--- src/rtl/fifo_pkg.sv ---
// Shared helpers for the parametrised synchronous FIFO: address-width derivation and parameter legality.
// Latency: none (elaboration-time constant functions only).
// Backpressure: not applicable.
package fifo_pkg;

    // Number of address bits for a power-of-two depth (log2 rounded up).
    function automatic int log2(input int n);
        int r;
        r = 0;
        for (int v = n - 1; v > 0; v = v >> 1) begin
            r = r + 1;
        end
        return r;
    endfunction

    // True when the parameter set describes a buildable FIFO.
    function automatic bit params_ok(input int width, input int depth,
                                     input int af_level, input int ae_level);
        bit ok;
        ok = 1'b1;
        if (width < 1)                               ok = 1'b0;
        if (depth < 2)                               ok = 1'b0;
        if ((depth & (depth - 1)) != 0)              ok = 1'b0;
        if (af_level < 1 || af_level > depth)        ok = 1'b0;
        if (ae_level < 0 || ae_level > depth - 1)    ok = 1'b0;
        return ok;
    endfunction

endpackage

--- src/rtl/fifo_sync_param_if.sv ---
// Producer/consumer bus of the synchronous FIFO: write port, read port, status and error flags.
// Latency: not applicable (wires only).
// Backpressure: producer watches full/overflow, consumer watches empty/underflow.
interface fifo_sync_param_if
    import fifo_pkg::*;
#(
    parameter int WIDTH = 8,
    parameter int DEPTH = 8
);
    localparam int AW = log2(DEPTH);

    logic             wr_en;
    logic [WIDTH-1:0] wr_data;
    logic             rd_en;
    logic [WIDTH-1:0] rd_data;
    logic             rd_valid;
    logic             full;
    logic             empty;
    logic             almost_full;
    logic             almost_empty;
    logic [AW:0]      count;
    logic             overflow;
    logic             underflow;
    logic             clr_err;

    modport master (
        output wr_en, wr_data, rd_en, clr_err,
        input  rd_data, rd_valid, full, empty, almost_full, almost_empty,
               count, overflow, underflow
    );

    modport slave (
        input  wr_en, wr_data, rd_en, clr_err,
        output rd_data, rd_valid, full, empty, almost_full, almost_empty,
               count, overflow, underflow
    );

endinterface

--- src/rtl/fifo_dpram.sv ---
// Simple dual-port storage: one synchronous write port, one synchronous read port with registered output.
// Latency: read data valid one cycle after re; write visible to a read issued the following cycle.
// Backpressure: none; caller guarantees addresses are legal.
module fifo_dpram #(
    parameter int WIDTH = 8,
    parameter int DEPTH = 8,
    parameter int AW    = 3
) (
    input  logic             clk,
    input  logic             reset,
    input  logic             we,
    input  logic [AW-1:0]    waddr,
    input  logic [WIDTH-1:0] wdata,
    input  logic             re,
    input  logic [AW-1:0]    raddr,
    output logic [WIDTH-1:0] rdata
);

    logic [WIDTH-1:0] mem [DEPTH];

    // Storage array is deliberately not reset so it maps onto plain RAM.
    always_ff @(posedge clk) begin
        if (we) begin
            mem[waddr] <= wdata;
        end
    end

    // Read register loads only on an accepted read, otherwise holds the last word.
    always_ff @(posedge clk or negedge reset) begin
        if (!reset) begin
            rdata <= '0;
        end else if (re) begin
            rdata <= mem[raddr];
        end
    end

endmodule

--- src/rtl/fifo_sync_param.sv ---
// Parametrised synchronous FIFO with registered read, occupancy count, threshold flags and sticky errors.
// Latency: read data one cycle after rd_en; a write is readable from the next cycle; flags update the edge an op is accepted.
// Backpressure: writes rejected when full (unless a read frees a slot), reads rejected when empty; rejections set sticky flags.
module fifo_sync_param
    import fifo_pkg::*;
#(
    parameter int WIDTH    = 8,
    parameter int DEPTH    = 8,
    parameter int AF_LEVEL = 6,
    parameter int AE_LEVEL = 2
) (
    input  logic              clk,
    input  logic              reset,
    fifo_sync_param_if.slave  bus
);

    localparam int AW = log2(DEPTH);
    localparam logic [AW:0] AF_L = AF_LEVEL[AW:0];
    localparam logic [AW:0] AE_L = AE_LEVEL[AW:0];

    if (!params_ok(WIDTH, DEPTH, AF_LEVEL, AE_LEVEL)) begin : g_bad_params
        $error("fifo_sync_param: illegal WIDTH/DEPTH/AF_LEVEL/AE_LEVEL combination");
    end

    logic [AW:0] wr_ptr, rd_ptr;
    logic [AW:0] wr_ptr_nxt, rd_ptr_nxt, count_nxt;
    logic [AW:0] count_q;
    logic        full_q, empty_q, af_q, ae_q;
    logic        ovf_q, unf_q, rd_valid_q;
    logic        rd_acc, wr_acc;

    // A read is only taken from stored data; a write into a full FIFO rides on a same-cycle read.
    assign rd_acc = bus.rd_en & ~empty_q;
    assign wr_acc = bus.wr_en & (~full_q | rd_acc);

    // Next pointer values so every flag reflects this edge's accepted operations with no lag.
    always_comb begin
        wr_ptr_nxt = wr_ptr;
        rd_ptr_nxt = rd_ptr;
        if (wr_acc) wr_ptr_nxt = wr_ptr + (AW+1)'(1);
        if (rd_acc) rd_ptr_nxt = rd_ptr + (AW+1)'(1);
        count_nxt = wr_ptr_nxt - rd_ptr_nxt;
    end

    // Pointers, occupancy, status and sticky error registers.
    always_ff @(posedge clk or negedge reset) begin
        if (!reset) begin
            wr_ptr     <= '0;
            rd_ptr     <= '0;
            count_q    <= '0;
            full_q     <= 1'b0;
            empty_q    <= 1'b1;
            af_q       <= 1'b0;
            ae_q       <= 1'b1;
            ovf_q      <= 1'b0;
            unf_q      <= 1'b0;
            rd_valid_q <= 1'b0;
        end else begin
            wr_ptr     <= wr_ptr_nxt;
            rd_ptr     <= rd_ptr_nxt;
            count_q    <= count_nxt;
            full_q     <= (wr_ptr_nxt[AW-1:0] == rd_ptr_nxt[AW-1:0]) &&
                          (wr_ptr_nxt[AW] != rd_ptr_nxt[AW]);
            empty_q    <= (wr_ptr_nxt == rd_ptr_nxt);
            af_q       <= (count_nxt >= AF_L);
            ae_q       <= (count_nxt <= AE_L);
            // A new rejection in the clearing cycle keeps the flag set.
            ovf_q      <= (bus.wr_en & ~wr_acc) | (ovf_q & ~bus.clr_err);
            unf_q      <= (bus.rd_en & ~rd_acc) | (unf_q & ~bus.clr_err);
            rd_valid_q <= rd_acc;
        end
    end

    fifo_dpram #(
        .WIDTH (WIDTH),
        .DEPTH (DEPTH),
        .AW    (AW)
    ) u_mem (
        .clk   (clk),
        .reset (reset),
        .we    (wr_acc),
        .waddr (wr_ptr[AW-1:0]),
        .wdata (bus.wr_data),
        .re    (rd_acc),
        .raddr (rd_ptr[AW-1:0]),
        .rdata (bus.rd_data)
    );

    assign bus.rd_valid     = rd_valid_q;
    assign bus.full         = full_q;
    assign bus.empty        = empty_q;
    assign bus.almost_full  = af_q;
    assign bus.almost_empty = ae_q;
    assign bus.count        = count_q;
    assign bus.overflow     = ovf_q;
    assign bus.underflow    = unf_q;

endmodule

--- src/flat_wrapper.sv ---
// flat-port wrapper written by rule: the top's interface ports become plain ports
module fifo_sync_param_flat import fifo_pkg::*;
#(
    parameter int WIDTH    = 8,
    parameter int DEPTH    = 8,
    parameter int AF_LEVEL = 6,
    parameter int AE_LEVEL = 2
)
  (clk, reset, bus_wr_en, bus_wr_data, bus_rd_en, bus_clr_err, bus_rd_data, bus_rd_valid, bus_full, bus_empty, bus_almost_full, bus_almost_empty, bus_count, bus_overflow, bus_underflow);
  fifo_sync_param_if #(.WIDTH(WIDTH), .DEPTH(DEPTH)) bus_i ();
  input  logic clk;
  input  logic reset;
  input wire logic [$bits(bus_i.wr_en)-1:0] bus_wr_en;
  input wire logic [$bits(bus_i.wr_data)-1:0] bus_wr_data;
  input wire logic [$bits(bus_i.rd_en)-1:0] bus_rd_en;
  input wire logic [$bits(bus_i.clr_err)-1:0] bus_clr_err;
  output wire logic [$bits(bus_i.rd_data)-1:0] bus_rd_data;
  output wire logic [$bits(bus_i.rd_valid)-1:0] bus_rd_valid;
  output wire logic [$bits(bus_i.full)-1:0] bus_full;
  output wire logic [$bits(bus_i.empty)-1:0] bus_empty;
  output wire logic [$bits(bus_i.almost_full)-1:0] bus_almost_full;
  output wire logic [$bits(bus_i.almost_empty)-1:0] bus_almost_empty;
  output wire logic [$bits(bus_i.count)-1:0] bus_count;
  output wire logic [$bits(bus_i.overflow)-1:0] bus_overflow;
  output wire logic [$bits(bus_i.underflow)-1:0] bus_underflow;
  assign bus_i.wr_en = bus_wr_en;
  assign bus_i.wr_data = bus_wr_data;
  assign bus_i.rd_en = bus_rd_en;
  assign bus_i.clr_err = bus_clr_err;
  assign bus_rd_data = bus_i.rd_data;
  assign bus_rd_valid = bus_i.rd_valid;
  assign bus_full = bus_i.full;
  assign bus_empty = bus_i.empty;
  assign bus_almost_full = bus_i.almost_full;
  assign bus_almost_empty = bus_i.almost_empty;
  assign bus_count = bus_i.count;
  assign bus_overflow = bus_i.overflow;
  assign bus_underflow = bus_i.underflow;
  fifo_sync_param #(.WIDTH(WIDTH), .DEPTH(DEPTH), .AF_LEVEL(AF_LEVEL), .AE_LEVEL(AE_LEVEL)) u_core (.clk(clk), .reset(reset), .bus(bus_i));
endmodule
--- config.mk ---
export PLATFORM = sky130hd
export DESIGN_NAME = fifo_sync_param_flat
export DESIGN_NICKNAME = d
export VERILOG_FILES = /design/src/rtl/fifo_pkg.sv /design/src/rtl/fifo_sync_param_if.sv /design/src/rtl/fifo_dpram.sv /design/src/rtl/fifo_sync_param.sv /design/src/flat_wrapper.sv
export SDC_FILE = /design/constraint.sdc
export NUM_CORES = 1
export LEC_CHECK = 0
export CAP_MARGIN = 10
export CORE_MARGIN = 2
export CORE_UTILIZATION = 50
export DETAILED_ROUTE_END_ITERATION = 10
export PLACE_DENSITY = 0.67
export SYNTH_ARGS = -nofsm -noshare
export SYNTH_HDL_FRONTEND = slang
export SYNTH_HIERARCHICAL = 1
export SYNTH_SLANG_ARGS = --single-unit
export TNS_END_PERCENT = 1
--- constraint.sdc ---
create_clock -name clk -period 4.1 [get_ports clk]
set_input_delay 0.615 -clock clk [delete_from_list [all_inputs] [get_ports clk]]
set_output_delay 0.615 -clock clk [all_outputs]
set_load 0.05 [all_outputs]
# After elaboration in Yosys (flattened, before gate mapping)
# Memory sizes are Yosys's and may differ from the RTL's. A register that Yosys moved wholly into a read port is not among the register bits.
# Cells that the tools add are included.
[word_totals]
in_bits = 13
out_inout_bits = 19
n_memories = 1
elab_cells = 39
register_bits = 19
ramBits = 64
[mem_list]
columns = ["name", "depth", "word_bits", "rd", "rd_ports_with_merged_regs", "write_ports", "line", "text"]
rows = [
  ["u_core.u_mem.mem", 8, 8, 1, 1, 1, "fifo_dpram.sv:19", "logic [WIDTH-1:0] mem [DEPTH];"],
]
[classes]
n_reduce_logical = 2
muxes = 4
order_cmp = 2
n_addsub = 3
bitwise = 14
eq_ne = 3
[op_table]
columns = ["op", "count"]
rows = [
  ["$add A4 B1 Y4 const B", 2],
  ["$mux W4", 2],
  ["$and A1 B1 Y1", 6],
  ["$not A1 Y1", 5],
  ["$eq A4 B4 Y1", 1],
  ["$ge A4 B3 Y1 const B", 1],
  ["$le A4 B2 Y1 const B", 1],
  ["$sub A4 B4 Y4", 1],
  ["$eq A3 B3 Y1", 1],
  ["$or A1 B1 Y1", 3],
  ["$mux W1", 2],
  ["$logic_and A1 B1 Y1", 1],
  ["$logic_not A1 Y1", 1],
  ["$ne A1 B1 Y1", 1],
]

# Longest topological paths before layout
[depth]
depth_word = 7
ltp_mapped = 11
ltp_nobuf = 11

# By module
# The synthesis kept the hierarchy.
[by_module_without_submodules]
columns = ["module", "area_each_um2", "instances", "cells_per_inst"]
rows = [
  ["fifo_dpram", 2861.5, 1, 169],
  ["fifo_sync_param", 924.6, 1, 75],
]

# Worst setup path before layout
# OpenSTA, ideal clock, no wires.
[synth_path]
kind = "reg2reg"
startpoint = "register u_core.empty_q (netlist: u_core/bus.empty)"
endpoint = "register u_core.af_q (netlist: u_core/bus.almost_full)"
setup_time_ns = 0.118
synth_period_minus_slack_ns = 2.379
n_path_buf = 0
arrival_time_ns = 2.261
setup_slack_ns = 1.721
required_time_ns = 3.982
path_stages_with_launch = 11
cell_sequence = "dfstp_2 > nand2b_4 > a21boi_1 > nand2_1 > xnor2_1 > ha_1 > and2b_1 > o211ai_2 > o211ai_2 > xor2_2 > a21o_1"
[synth_between]
elab_chain_len = 7
word_cells_on_any_way = 8
cone_classes = "add/sub (1); order compare (1); mux (2); bitwise (4)"
[synth_rtl]
columns = ["item", "line", "text"]
rows = [
  ["start, declared", "fifo_sync_param.sv:28", "logic full_q, empty_q, af_q, ae_q;"],
  ["start signal, assigned", "fifo_sync_param.sv:64", "empty_q <= (wr_ptr_nxt == rd_ptr_nxt);"],
  ["$not A1 Y1", "fifo_sync_param.sv:33", "assign rd_acc = bus.rd_en & ~empty_q;"],
  ["$and A1 B1 Y1", "fifo_sync_param.sv:33", ""],
  ["$or A1 B1 Y1", "fifo_sync_param.sv:34", "assign wr_acc = bus.wr_en & (~full_q | rd_acc);"],
  ["$and A1 B1 Y1", "fifo_sync_param.sv:34", ""],
  ["named net u_core.wr_acc", "fifo_sync_param.sv:30", "logic rd_acc, wr_acc;"],
  ["$mux W4", "fifo_sync_param.sv:40", "if (wr_acc) wr_ptr_nxt = wr_ptr + (AW+1)'(1);"],
  ["named net u_core.wr_ptr_nxt[2]", "fifo_sync_param.sv:26", "logic [AW:0] wr_ptr_nxt, rd_ptr_nxt, count_nxt;"],
  ["$sub A4 B4 Y4", "fifo_sync_param.sv:42", "count_nxt = wr_ptr_nxt - rd_ptr_nxt;"],
  ["named net u_core.count_nxt[3]", "fifo_sync_param.sv:26", ""],
  ["$ge A4 B3 Y1", "fifo_sync_param.sv:65", "af_q <= (count_nxt >= AF_L);"],
  ["end signal, assigned", "fifo_sync_param.sv:65", ""],
  ["end, declared", "fifo_sync_param.sv:28", ""],
]
# The timed path passes the listed nets, and every way through them passes these cells.

# Final worst setup path
[layout_path]
startpoint = "register u_core.rd_ptr[0]"
endpoint = "register u_core.ae_q (netlist: u_core/bus.almost_empty)"
[layout_between]
elab_chain_len = 4
[layout_rtl]
columns = ["item", "line", "text"]
rows = [
  ["start, declared", "fifo_sync_param.sv:25", "logic [AW:0] wr_ptr, rd_ptr;"],
  ["start signal, assigned", "fifo_sync_param.sv:60", "rd_ptr <= rd_ptr_nxt;"],
  ["$add A4 B1 Y4", "fifo_sync_param.sv:41", "if (rd_acc) rd_ptr_nxt = rd_ptr + (AW+1)'(1);"],
  ["$mux W4", "fifo_sync_param.sv:41", ""],
  ["named net u_core.rd_ptr_nxt[2]", "fifo_sync_param.sv:26", ""],
  ["$sub A4 B4 Y4", "fifo_sync_param.sv:42", ""],
  ["named net u_core.count_nxt[3]", "fifo_sync_param.sv:26", ""],
  ["$le A4 B2 Y1", "fifo_sync_param.sv:66", "ae_q <= (count_nxt <= AE_L);"],
  ["end signal, assigned", "fifo_sync_param.sv:66", ""],
  ["end, declared", "fifo_sync_param.sv:28", ""],
]
# The timed path passes the listed nets, and every way through them passes these cells.

==> flow_metrics.py <==
metrics = {
    "clock_network": {
        "cts_buffers": 9,
        "ctsHtreeMaxLevel": 3,
        "cts_sinks": 91,
        "root_buffer": "clkbuf_8",
        "ctsLongestPathBuffers": 2,
        "cts_tree": "yes",
        "clk_pin_slew_ps": 80,
        "cts_setup_buffers": 0,
        "postCtsHoldBufs": 0,
        "cts_repair_resize_count": 0,
        "clock_latency_ps": 350,
    },
    "synth": {
        "avgSynthCellArea_um2": 15.52,
        "ys_ff_latch": 91,
        "synthDistinctLibCells": 45,
        "synthCells": 244,
        "yosysWarnings": 6,
        "ys.flop_type": "edfxtp_1",
        "synthArstFlopShare_pct": 29.67,
        "ys_seq_area_share_pct": 68.67,
        "synth_edf_count": 64,
        "synth_area_um2": 3786,
        "synth_nets": 263,
    },
    "routing": {
        "detail-route-antenna-nets": 0,
        "drt_iter0_markers": 186,
        "drc": 0,
        "dr.pass1.iters": 4,
        "routedWlPerCell_um": 17.97,
        "via_per_inst": 5.310,
        "wl_um": 6955,
        "num_vias": 2055,
    },
    "global_route": {
        "globalRouteOverflowTotal": 0,
        "grt_max_degree": 44,
        "track_usage_pct": 18.23,
        "first_global_vias": 2087,
        "grt_antenna_before_repair": 0,
        "grt_pass1_wl_um": 11160,
    },
    "sta": {
        "drv_slew": 0,
        "fin_crit_ps": 2923,
        "setup_tns_ps": 0,
        "finalSetupViolations": 0,
        "rsz0062_at_grt": "no",
        "timing.final.crit_share_pct": 71.30,
        "finClkSkew_ps": 8.067,
        "max_slew_margin_pct": 29.04,
        "clock.fmax_mhz": 342.1,
        "hold_viol": 0,
        "worst_pin_slew_ps": 1064,
        "worst_slack_ps": 1177,
    },
    "place": {
        "port_buffers": 31,
        "gp_congestion": 0.7192,
        "pre_cts_slack_ps": 952.5,
        "hpwl_um": 4341,
        "dp_cells": 371,
    },
    "floorplanning": {
        "row_count": 31,
        "die_area_um2": 8285,
        "initial_core_util_pct": 51.92,
        "fp.coreArea_um2": 7292,
        "io_pins": 32,
        "die-height_um": 91.02,
        "die_width_um": 91.02,
    },
    "hold_path": {
        "hp-class": "reg -> reg",
        "min-delay-start": "u_core/bus.underflow",
    },
    "power_and_ir_drop": {
        "vdd_ir_drop_max_uv": 319.9,
        "p_total_uw": 3398,
        "p_leak_uw": 0.001635,
        "p_per_area_nw_per_um2": 781.2,
    },
    "run_status": {
        "status": "finished, final reports clean",
    },
    "worst_setup_path": {
        "cp.arrival_ps": 3180,
        "startpoint": "u_core/rd_ptr[0]",
        "cp_data_required_time_ps": 4360,
        "crit_fanout": 43,
        "cp-start-kind": "flop",
        "critPathKind": "reg -> reg",
        "rr_startpoint": "u_core/rd_ptr[0]",
        "end_kind": "flop",
    },
    "layout": {
        "drive_gt1_share_pct": 11.81,
        "diodes": 0,
        "fin_cells": 387,
        "syn2layout_area_growth_pct": 14.90,
        "nNetsFinal": 302,
        "nFillCells": 577,
    },
    "flow_run": {
        "drv_cap": 0,
    },
}
where the power goes:
part           switching [µW]  leakage (µW)  internal, µW
Clock                     277     0.0000727           217
Combinational             852      0.000660           609
Sequential                227      0.000902          1220
Total                    1360       0.00164          2040
sequential cells by signal (all words and copies together), names as in the netlist:
register,cells
u_core/bus.almost_empty,1
u_core/bus.almost_full,1
u_core/bus.count,4
u_core/bus.empty,1
u_core/bus.full,1
u_core/bus.overflow,1
u_core/bus.rd_valid,1
u_core/bus.underflow,1
u_core/rd_ptr,4
u_core/u_mem/mem,64
u_core/u_mem/rdata,8
u_core/wr_ptr,4
placed cells by master, fill, tap and decap left out, types with 7 or more instances in the layout:
cell type,count
a211o_1,8
nand2_1,7
dfrtp_1,24
inv_1,9
clkdlybuf4s50_1,31
mux2i_1,24
a22oi_1,8
edfxtp_1,64
clkbuf_8,9
nor2_1,8
nor2b_1,16
a41o_1,8
nand3_1,10
worst paths after layout:
check	end	cells past startpoint	slack, ps
min in group asynchronous	u_core/bus.count[1]	1	770
hold reg to reg	u_core/bus.underflow	2	530
setup reg to reg	u_core/bus.almost_empty	10	1180
max in group asynchronous	u_core/bus.empty	2	2580
setup / recovery	u_core/bus.almost_empty	10	1180
hold / removal	u_core/bus.underflow	2	530
worst max-delay path, cell delays in order, from the launching register on:
cell and delay [ps]:
dfrtp_2 1080, ha_1 280, nand2_1 70, xnor2_1 190
inv_1 70, ha_1 340, and2b_1 220, o211ai_2 70
o211ai_2 120, xor2_2 170, a211oi_1 210
layout make-up:
class                      count  area, µm²  share of cell area [%]
clock buffer                  13      138.9                   3.192
clock inverter                 3      15.01                  0.3451
inverter                      11      48.80                   1.122
multi-input combinational    133       1067                   24.53
sequential                    91       2601                   59.79
tap                           99      123.9                   2.847
timing repair buffer          37      355.3                   8.168
logic make-up (layout without fill, tap and decap cells):
logic type	Yosys count	after routing	share of synthesized area (%)
compound gates	35	35	7.733
fa+ha+maj	6	6	1.983
flops	91	91	68.67
simple gates	57	57	8.824
mux	25	25	6.741
xor+xnor	10	10	2.908
buf+inv	20	64	3.139
cell usage after synthesis (2+ instances only):
cell | n | area, µm²
edfxtp_1 | 64 | 1922
dfrtp_1 | 25 | 625.6
mux2i_1 | 24 | 240.2
nor2b_1 | 16 | 100.1
nand3_1 | 10 | 50.05
inv_1 | 9 | 33.78
a211o_1 | 8 | 70.07
a22oi_1 | 8 | 60.06
a41o_1 | 8 | 80.08
nor2_1 | 8 | 30.03
nand2_1 | 7 | 26.28
ha_1 | 6 | 75.07
xnor2_1 | 6 | 52.55
nand2b_1 | 4 | 25.02
a21oi_1 | 2 | 10.01
and2b_1 | 2 | 15.01
buf_2 | 2 | 10.01
buf_4 | 2 | 15.01
buf_6 | 2 | 22.52
dfstp_2 | 2 | 52.55
nor3_1 | 2 | 10.01
o211ai_2 | 2 | 25.02
o21ai_0 | 2 | 10.01
xor2_2 | 2 | 32.53
layer usage:
metal,global-route usage [%],wire (µm)
met1,25.27,3117
met2,28.02,3256
met3,4.730,443
met4,6.692,138
met5,0,0
stage by stage:
stage / hold slack (ps) / instance area (µm²) / utilization, %
after floorplan: 319.4 / 3786 / -
after global placement: 518.8 / 4197 / 57.55
after detailed placement: 527.8 / 4197 / 57.55
after CTS: 538.4 / 4350 / 59.66
after global routing: 579.6 / 4350 / 59.66
final: 531.9 / 4350 / 59.66
(Power assumes the default switching activity.)
